### src/rtl/cache_control_pkg.sv
// Shared definitions for the cache control/status slave: register map,
// handshake states and the event-increment helper.
package cache_control_pkg;

    localparam int CTRL_ADDR_W = 4;

    localparam logic [CTRL_ADDR_W-1:0] ADDR_HIT        = 4'd0;
    localparam logic [CTRL_ADDR_W-1:0] ADDR_MISS       = 4'd1;
    localparam logic [CTRL_ADDR_W-1:0] ADDR_RD_HIT     = 4'd2;
    localparam logic [CTRL_ADDR_W-1:0] ADDR_RD_MISS    = 4'd3;
    localparam logic [CTRL_ADDR_W-1:0] ADDR_WR_HIT     = 4'd4;
    localparam logic [CTRL_ADDR_W-1:0] ADDR_WR_MISS    = 4'd5;
    localparam logic [CTRL_ADDR_W-1:0] ADDR_CNT_RST    = 4'd6;
    localparam logic [CTRL_ADDR_W-1:0] ADDR_INVALIDATE = 4'd7;
    localparam logic [CTRL_ADDR_W-1:0] ADDR_WTB_EMPTY  = 4'd8;
    localparam logic [CTRL_ADDR_W-1:0] ADDR_WTB_FULL   = 4'd9;
    localparam logic [CTRL_ADDR_W-1:0] ADDR_VERSION    = 4'd10;

    typedef enum logic {
        ST_IDLE = 1'b0,
        ST_RESP = 1'b1
    } ctrl_state_e;

    // Combined increment of two simultaneous event pulses (0..2).
    function automatic logic [1:0] event_sum(input logic a, input logic b);
        return {1'b0, a} + {1'b0, b};
    endfunction

endpackage

### src/rtl/cache_ctrl_counter.sv
// Saturating event counter with a 0..2 increment and synchronous clear;
// clear takes priority over any increment in the same cycle.
module cache_ctrl_counter #(
    parameter int W = 32
) (
    input  logic         clk,
    input  logic         reset,
    input  logic         clr,
    input  logic [1:0]   inc,
    output logic [W-1:0] cnt
);

    logic [W-1:0] cnt_r;
    logic [W:0]   sum_s;
    logic [W-1:0] cnt_nxt_s;

    // Next value: clear, else add with saturation at all-ones.
    always_comb begin
        sum_s     = {1'b0, cnt_r} + (W + 1)'(inc);
        cnt_nxt_s = cnt_r;
        if (clr) begin
            cnt_nxt_s = {W{1'b0}};
        end else if (sum_s[W]) begin
            cnt_nxt_s = {W{1'b1}};
        end else begin
            cnt_nxt_s = sum_s[W-1:0];
        end
    end

    // Counter register.
    always_ff @(posedge clk or negedge reset) begin
        if (!reset) begin
            cnt_r <= {W{1'b0}};
        end else begin
            cnt_r <= cnt_nxt_s;
        end
    end

    assign cnt = cnt_r;

endmodule

### src/rtl/cache_control.sv
// Cache control/status slave: hit/miss counters, write-through-buffer status,
// version readback and invalidate pulse. Counters exist only with CTRL_CNT_EN.
module cache_control
    import cache_control_pkg::*;
#(
    parameter int          FE_DATA_W  = 32,
    parameter int          CTRL_CNT_W = 32,
    parameter logic [15:0] VERSION    = 16'h0001
) (
    input  logic                   clk,
    input  logic                   reset,
    input  logic                   valid,
    input  logic [CTRL_ADDR_W-1:0] addr,
    output logic [FE_DATA_W-1:0]   rdata,
    output logic                   ready,
    input  logic                   wtbuf_empty,
    input  logic                   wtbuf_full,
    input  logic                   write_hit,
    input  logic                   write_miss,
    input  logic                   read_hit,
    input  logic                   read_miss,
    output logic                   invalidate
);

    ctrl_state_e            state_r;
    ctrl_state_e            state_nxt_s;
    logic                   accept_s;
    logic [FE_DATA_W-1:0]   rd_mux_s;
    logic [FE_DATA_W-1:0]   rdata_r;
    logic                   ready_r;
    logic                   invalidate_r;

    assign accept_s = (state_r == ST_IDLE) && valid;

`ifdef CTRL_CNT_EN
    logic                  cnt_clr_s;
    logic [CTRL_CNT_W-1:0] cnt_hit_s;
    logic [CTRL_CNT_W-1:0] cnt_miss_s;
    logic [CTRL_CNT_W-1:0] cnt_rd_hit_s;
    logic [CTRL_CNT_W-1:0] cnt_rd_miss_s;
    logic [CTRL_CNT_W-1:0] cnt_wr_hit_s;
    logic [CTRL_CNT_W-1:0] cnt_wr_miss_s;

    assign cnt_clr_s = accept_s && (addr == ADDR_CNT_RST);

    cache_ctrl_counter #(.W(CTRL_CNT_W)) u_cnt_hit (
        .clk(clk), .reset(reset), .clr(cnt_clr_s),
        .inc(event_sum(read_hit, write_hit)), .cnt(cnt_hit_s)
    );
    cache_ctrl_counter #(.W(CTRL_CNT_W)) u_cnt_miss (
        .clk(clk), .reset(reset), .clr(cnt_clr_s),
        .inc(event_sum(read_miss, write_miss)), .cnt(cnt_miss_s)
    );
    cache_ctrl_counter #(.W(CTRL_CNT_W)) u_cnt_rd_hit (
        .clk(clk), .reset(reset), .clr(cnt_clr_s),
        .inc({1'b0, read_hit}), .cnt(cnt_rd_hit_s)
    );
    cache_ctrl_counter #(.W(CTRL_CNT_W)) u_cnt_rd_miss (
        .clk(clk), .reset(reset), .clr(cnt_clr_s),
        .inc({1'b0, read_miss}), .cnt(cnt_rd_miss_s)
    );
    cache_ctrl_counter #(.W(CTRL_CNT_W)) u_cnt_wr_hit (
        .clk(clk), .reset(reset), .clr(cnt_clr_s),
        .inc({1'b0, write_hit}), .cnt(cnt_wr_hit_s)
    );
    cache_ctrl_counter #(.W(CTRL_CNT_W)) u_cnt_wr_miss (
        .clk(clk), .reset(reset), .clr(cnt_clr_s),
        .inc({1'b0, write_miss}), .cnt(cnt_wr_miss_s)
    );
`else
    logic unused_events_s;
    assign unused_events_s = ^{write_hit, write_miss, read_hit, read_miss};
`endif

    // Handshake next state: accept in IDLE, respond for exactly one cycle.
    always_comb begin
        state_nxt_s = state_r;
        case (state_r)
            ST_IDLE: begin
                if (valid) begin
                    state_nxt_s = ST_RESP;
                end else begin
                    state_nxt_s = ST_IDLE;
                end
            end
            ST_RESP: state_nxt_s = ST_IDLE;
            default: state_nxt_s = ST_IDLE;
        endcase
    end

    // Read mux; sampled only at the accepting edge so same-cycle events are excluded.
    always_comb begin
        rd_mux_s = {FE_DATA_W{1'b0}};
        case (addr)
`ifdef CTRL_CNT_EN
            ADDR_HIT:       rd_mux_s = FE_DATA_W'(cnt_hit_s);
            ADDR_MISS:      rd_mux_s = FE_DATA_W'(cnt_miss_s);
            ADDR_RD_HIT:    rd_mux_s = FE_DATA_W'(cnt_rd_hit_s);
            ADDR_RD_MISS:   rd_mux_s = FE_DATA_W'(cnt_rd_miss_s);
            ADDR_WR_HIT:    rd_mux_s = FE_DATA_W'(cnt_wr_hit_s);
            ADDR_WR_MISS:   rd_mux_s = FE_DATA_W'(cnt_wr_miss_s);
`endif
            ADDR_WTB_EMPTY: rd_mux_s = FE_DATA_W'(wtbuf_empty);
            ADDR_WTB_FULL:  rd_mux_s = FE_DATA_W'(wtbuf_full);
            ADDR_VERSION:   rd_mux_s = FE_DATA_W'(VERSION);
            default:        rd_mux_s = {FE_DATA_W{1'b0}};
        endcase
    end

    // Handshake state and registered response outputs.
    always_ff @(posedge clk or negedge reset) begin
        if (!reset) begin
            state_r      <= ST_IDLE;
            ready_r      <= 1'b0;
            rdata_r      <= {FE_DATA_W{1'b0}};
            invalidate_r <= 1'b0;
        end else begin
            state_r      <= state_nxt_s;
            ready_r      <= accept_s;
            rdata_r      <= accept_s ? rd_mux_s : {FE_DATA_W{1'b0}};
            invalidate_r <= accept_s && (addr == ADDR_INVALIDATE);
        end
    end

    assign ready      = ready_r;
    assign rdata      = rdata_r;
    assign invalidate = invalidate_r;

endmodule

### config.mk
export PLATFORM = sky130hd
export DESIGN_NAME = cache_control
export DESIGN_NICKNAME = d
export VERILOG_FILES = /design/src/rtl/cache_control_pkg.sv /design/src/rtl/cache_ctrl_counter.sv /design/src/rtl/cache_control.sv
export SDC_FILE = /design/constraint.sdc
export NUM_CORES = 1
export LEC_CHECK = 0
export ABC_AREA = 0
export ABC_CLOCK_PERIOD_IN_PS = 1400
export CORE_MARGIN = 10
export CORE_UTILIZATION = 27
export DETAILED_ROUTE_END_ITERATION = 8
export PLACE_DENSITY = 0.88
export SLEW_MARGIN = 10
export SYNTH_ARGS = -nofsm -noshare
export SYNTH_HDL_FRONTEND = slang
export SYNTH_SLANG_ARGS = --single-unit
export TNS_END_PERCENT = 5
### constraint.sdc
create_clock -name clk -period 1.4 [get_ports clk]
set_clock_uncertainty 0.05 [all_clocks]
set_input_delay 0.35 -clock clk [delete_from_list [all_inputs] [get_ports clk]]
set_output_delay 0.35 -clock clk [all_outputs]
set_load 0.03 [all_outputs]
==> reports/qor.yml <==
peakVddDrop_uv: 178.5
crit_path_end_kind: "output port"
drv_cap: 0
synth.distinct_cells: 10
cts_tree: "built"
fin_setup_tns_ns: 0
cts_made_buffers: 3
grt_pass1_wl_um: 1359
arrival_ns: 0.79
nFillCells: 152
num_rows: 13
cp_slowest_cell: "dfrtp_1"
via_per_inst: 3.042
core_um2: 1318
path_clk_slew_ns: 0.04
num_io_pins: 47
final_max_slew_viol_count: 0
synth-edff-count: 0
ys_warn_count: 0
num_antenna_cells: 0
wl_um: 898
chipWidth_um: 57.41
period_needed_ns: 1.191
synthFlopType: "dfrtp_1"
place_area_um2: 379.1
place.gp.congestion: 0.7232
cts_setup_buffers: 0
overflow: 0
ctsHoldBuffers: 0
path_class: "reg -> out"
die-area_um2: 3296
cp.depth: 1
critPathMaxFanout: 3
synth_common_cells: "buf_4 (31), dfrtp_1 (3)"
postRouteAntennaNets: 0
hold_viol: 0
path_buf_inv: 1
dp_hpwl_um: 801.8
synth_cells: 42
yosysMostFrequentCell: "buf_4"
cts_sinks: 3
track_usage: 0.05270
layout-drive-gt1-share: 0.1607
max_freq_ghz: 0.8398
path_cells: "buf_4"
cts-htree-levels: 1
whs_ns: 0.2535
die_h_um: 57.41
antenna_found_initial: 0
cp-start-kind: "flip-flop"
root_buffer: "clkbuf_4"
status: "completed"
synth.area.top_cells: "buf_4 (62%), dfrtp_1 (20%), nand2b_4 (3.6%)"
synth_seq_cells: 3
route.detailed.drc: 0
synth.avg_cell_area_um2: 8.997
powerDensity_nw_per_um2: 991.2
hp-class: "in -> async"
io_buffers: 11
synthArstFlopShare: 1.000
yosys.area.top_type: "buf_4"
syn-cell-area_um2: 377.9
post-route-period-util: 0.8505
critPathTopFamily: "flip-flops"
yosys.area.top_type_share: 0.6159
rsz0062_at_grt: "no"
setup_violations: 0
start_util: 0.2868
grt_pass1_vias: 276
ctsResizeCount: 0
r2r_cells: 2
ys_seq_area_frac: 0.1987
drt_iter0_drc: 2
clkLatencyLatePin_ns: 0.23
nets: 70
cp.required_ns: 1.00
first_pass_iters: 2
num_vias: 216
wl_per_cell_um: 12.65
fin_area_um2: 405.4
slowest_delay_ns: 0.39
clock_path_buffers: 2
grt_max_degree: 4
area_growth_pct: 7.285
leakage_uw: 0.0002249
[routing by layer]
| layer | vias to the layer above | GRT usage | wire (um) |
|---|---|---|---|
| li1 | 99 | - | - |
| met5 | - | 0 | 0 |
| met3 | 0 | 0.03982 | 114 |
| met2 | 23 | 0.08589 | 462 |
| met1 | 94 | 0.04557 | 321 |
| met4 | 0 | 0.03020 | 0 |
[stage by stage]
stage	utilization	power [uW]	worst slack (ns)	std cells
2_1_floorplan	-	283.7	0.4034	72
3_3_place_gp	0.2877	248.5	0.1143	67
3_5_place_dp	0.2877	250.1	0.07998	67
4_1_cts	0.3077	408.5	0.1901	71
5_1_grt	0.3077	434.9	0.1791	71
6_report	0.3077	401.8	0.2093	71
[path summary, 6_finish.rpt]
path / startpoint / to / slack [ns]
min in group clk: state_r / state_r / 0.41
worst max-delay path: state_r / ready / 0.21
worst min register to register: state_r / state_r / 0.41
max in group asynchronous: reset / state_r / 0.91
worst max register to register: state_r / rdata[0] / 0.48
worst min-delay path: reset / invalidate / 0.25
[cell usage in the layout, fill, tap and decap left out]
cell type	n
clkdlybuf4s50_1	8
nor3_1	1
conb_1	31
and4_1	1
nor2b_2	1
a211oi_2	1
dfrtp_1	3
nand4bb_1	1
nand2b_4	1
nor2b_1	1
buf_4	3
clkbuf_4	3
clkbuf_1	1
[layout make-up]
cell class / count / area, um2 / area share
tap: 15 / 18.77 / 0.04630
clock buffer: 4 / 26.28 / 0.06481
multi-input combinational: 38 / 182.7 / 0.4506
timing repair buffer: 11 / 102.6 / 0.2531
sequential: 3 / 75.07 / 0.1852
[cell families after synthesis]
logic type | Yosys count | synth area share
compound gates | 1 | 0.03311
other cells | 1 | 0.009924
flops | 3 | 0.1987
simple gates | 6 | 0.1424
buf+inv | 31 | 0.6159
[power by group]
part	internal [uW]	switching, uW
clock	107	41.4
sequential	90.3	1.92
combinational	30.3	131
[flip-flops by register name, indices dropped and copies added, names as in the netlist]
name	count
rdata	1
invalidate	1
state_r	1
No activity file was read; power rests on OpenSTA's default activity.
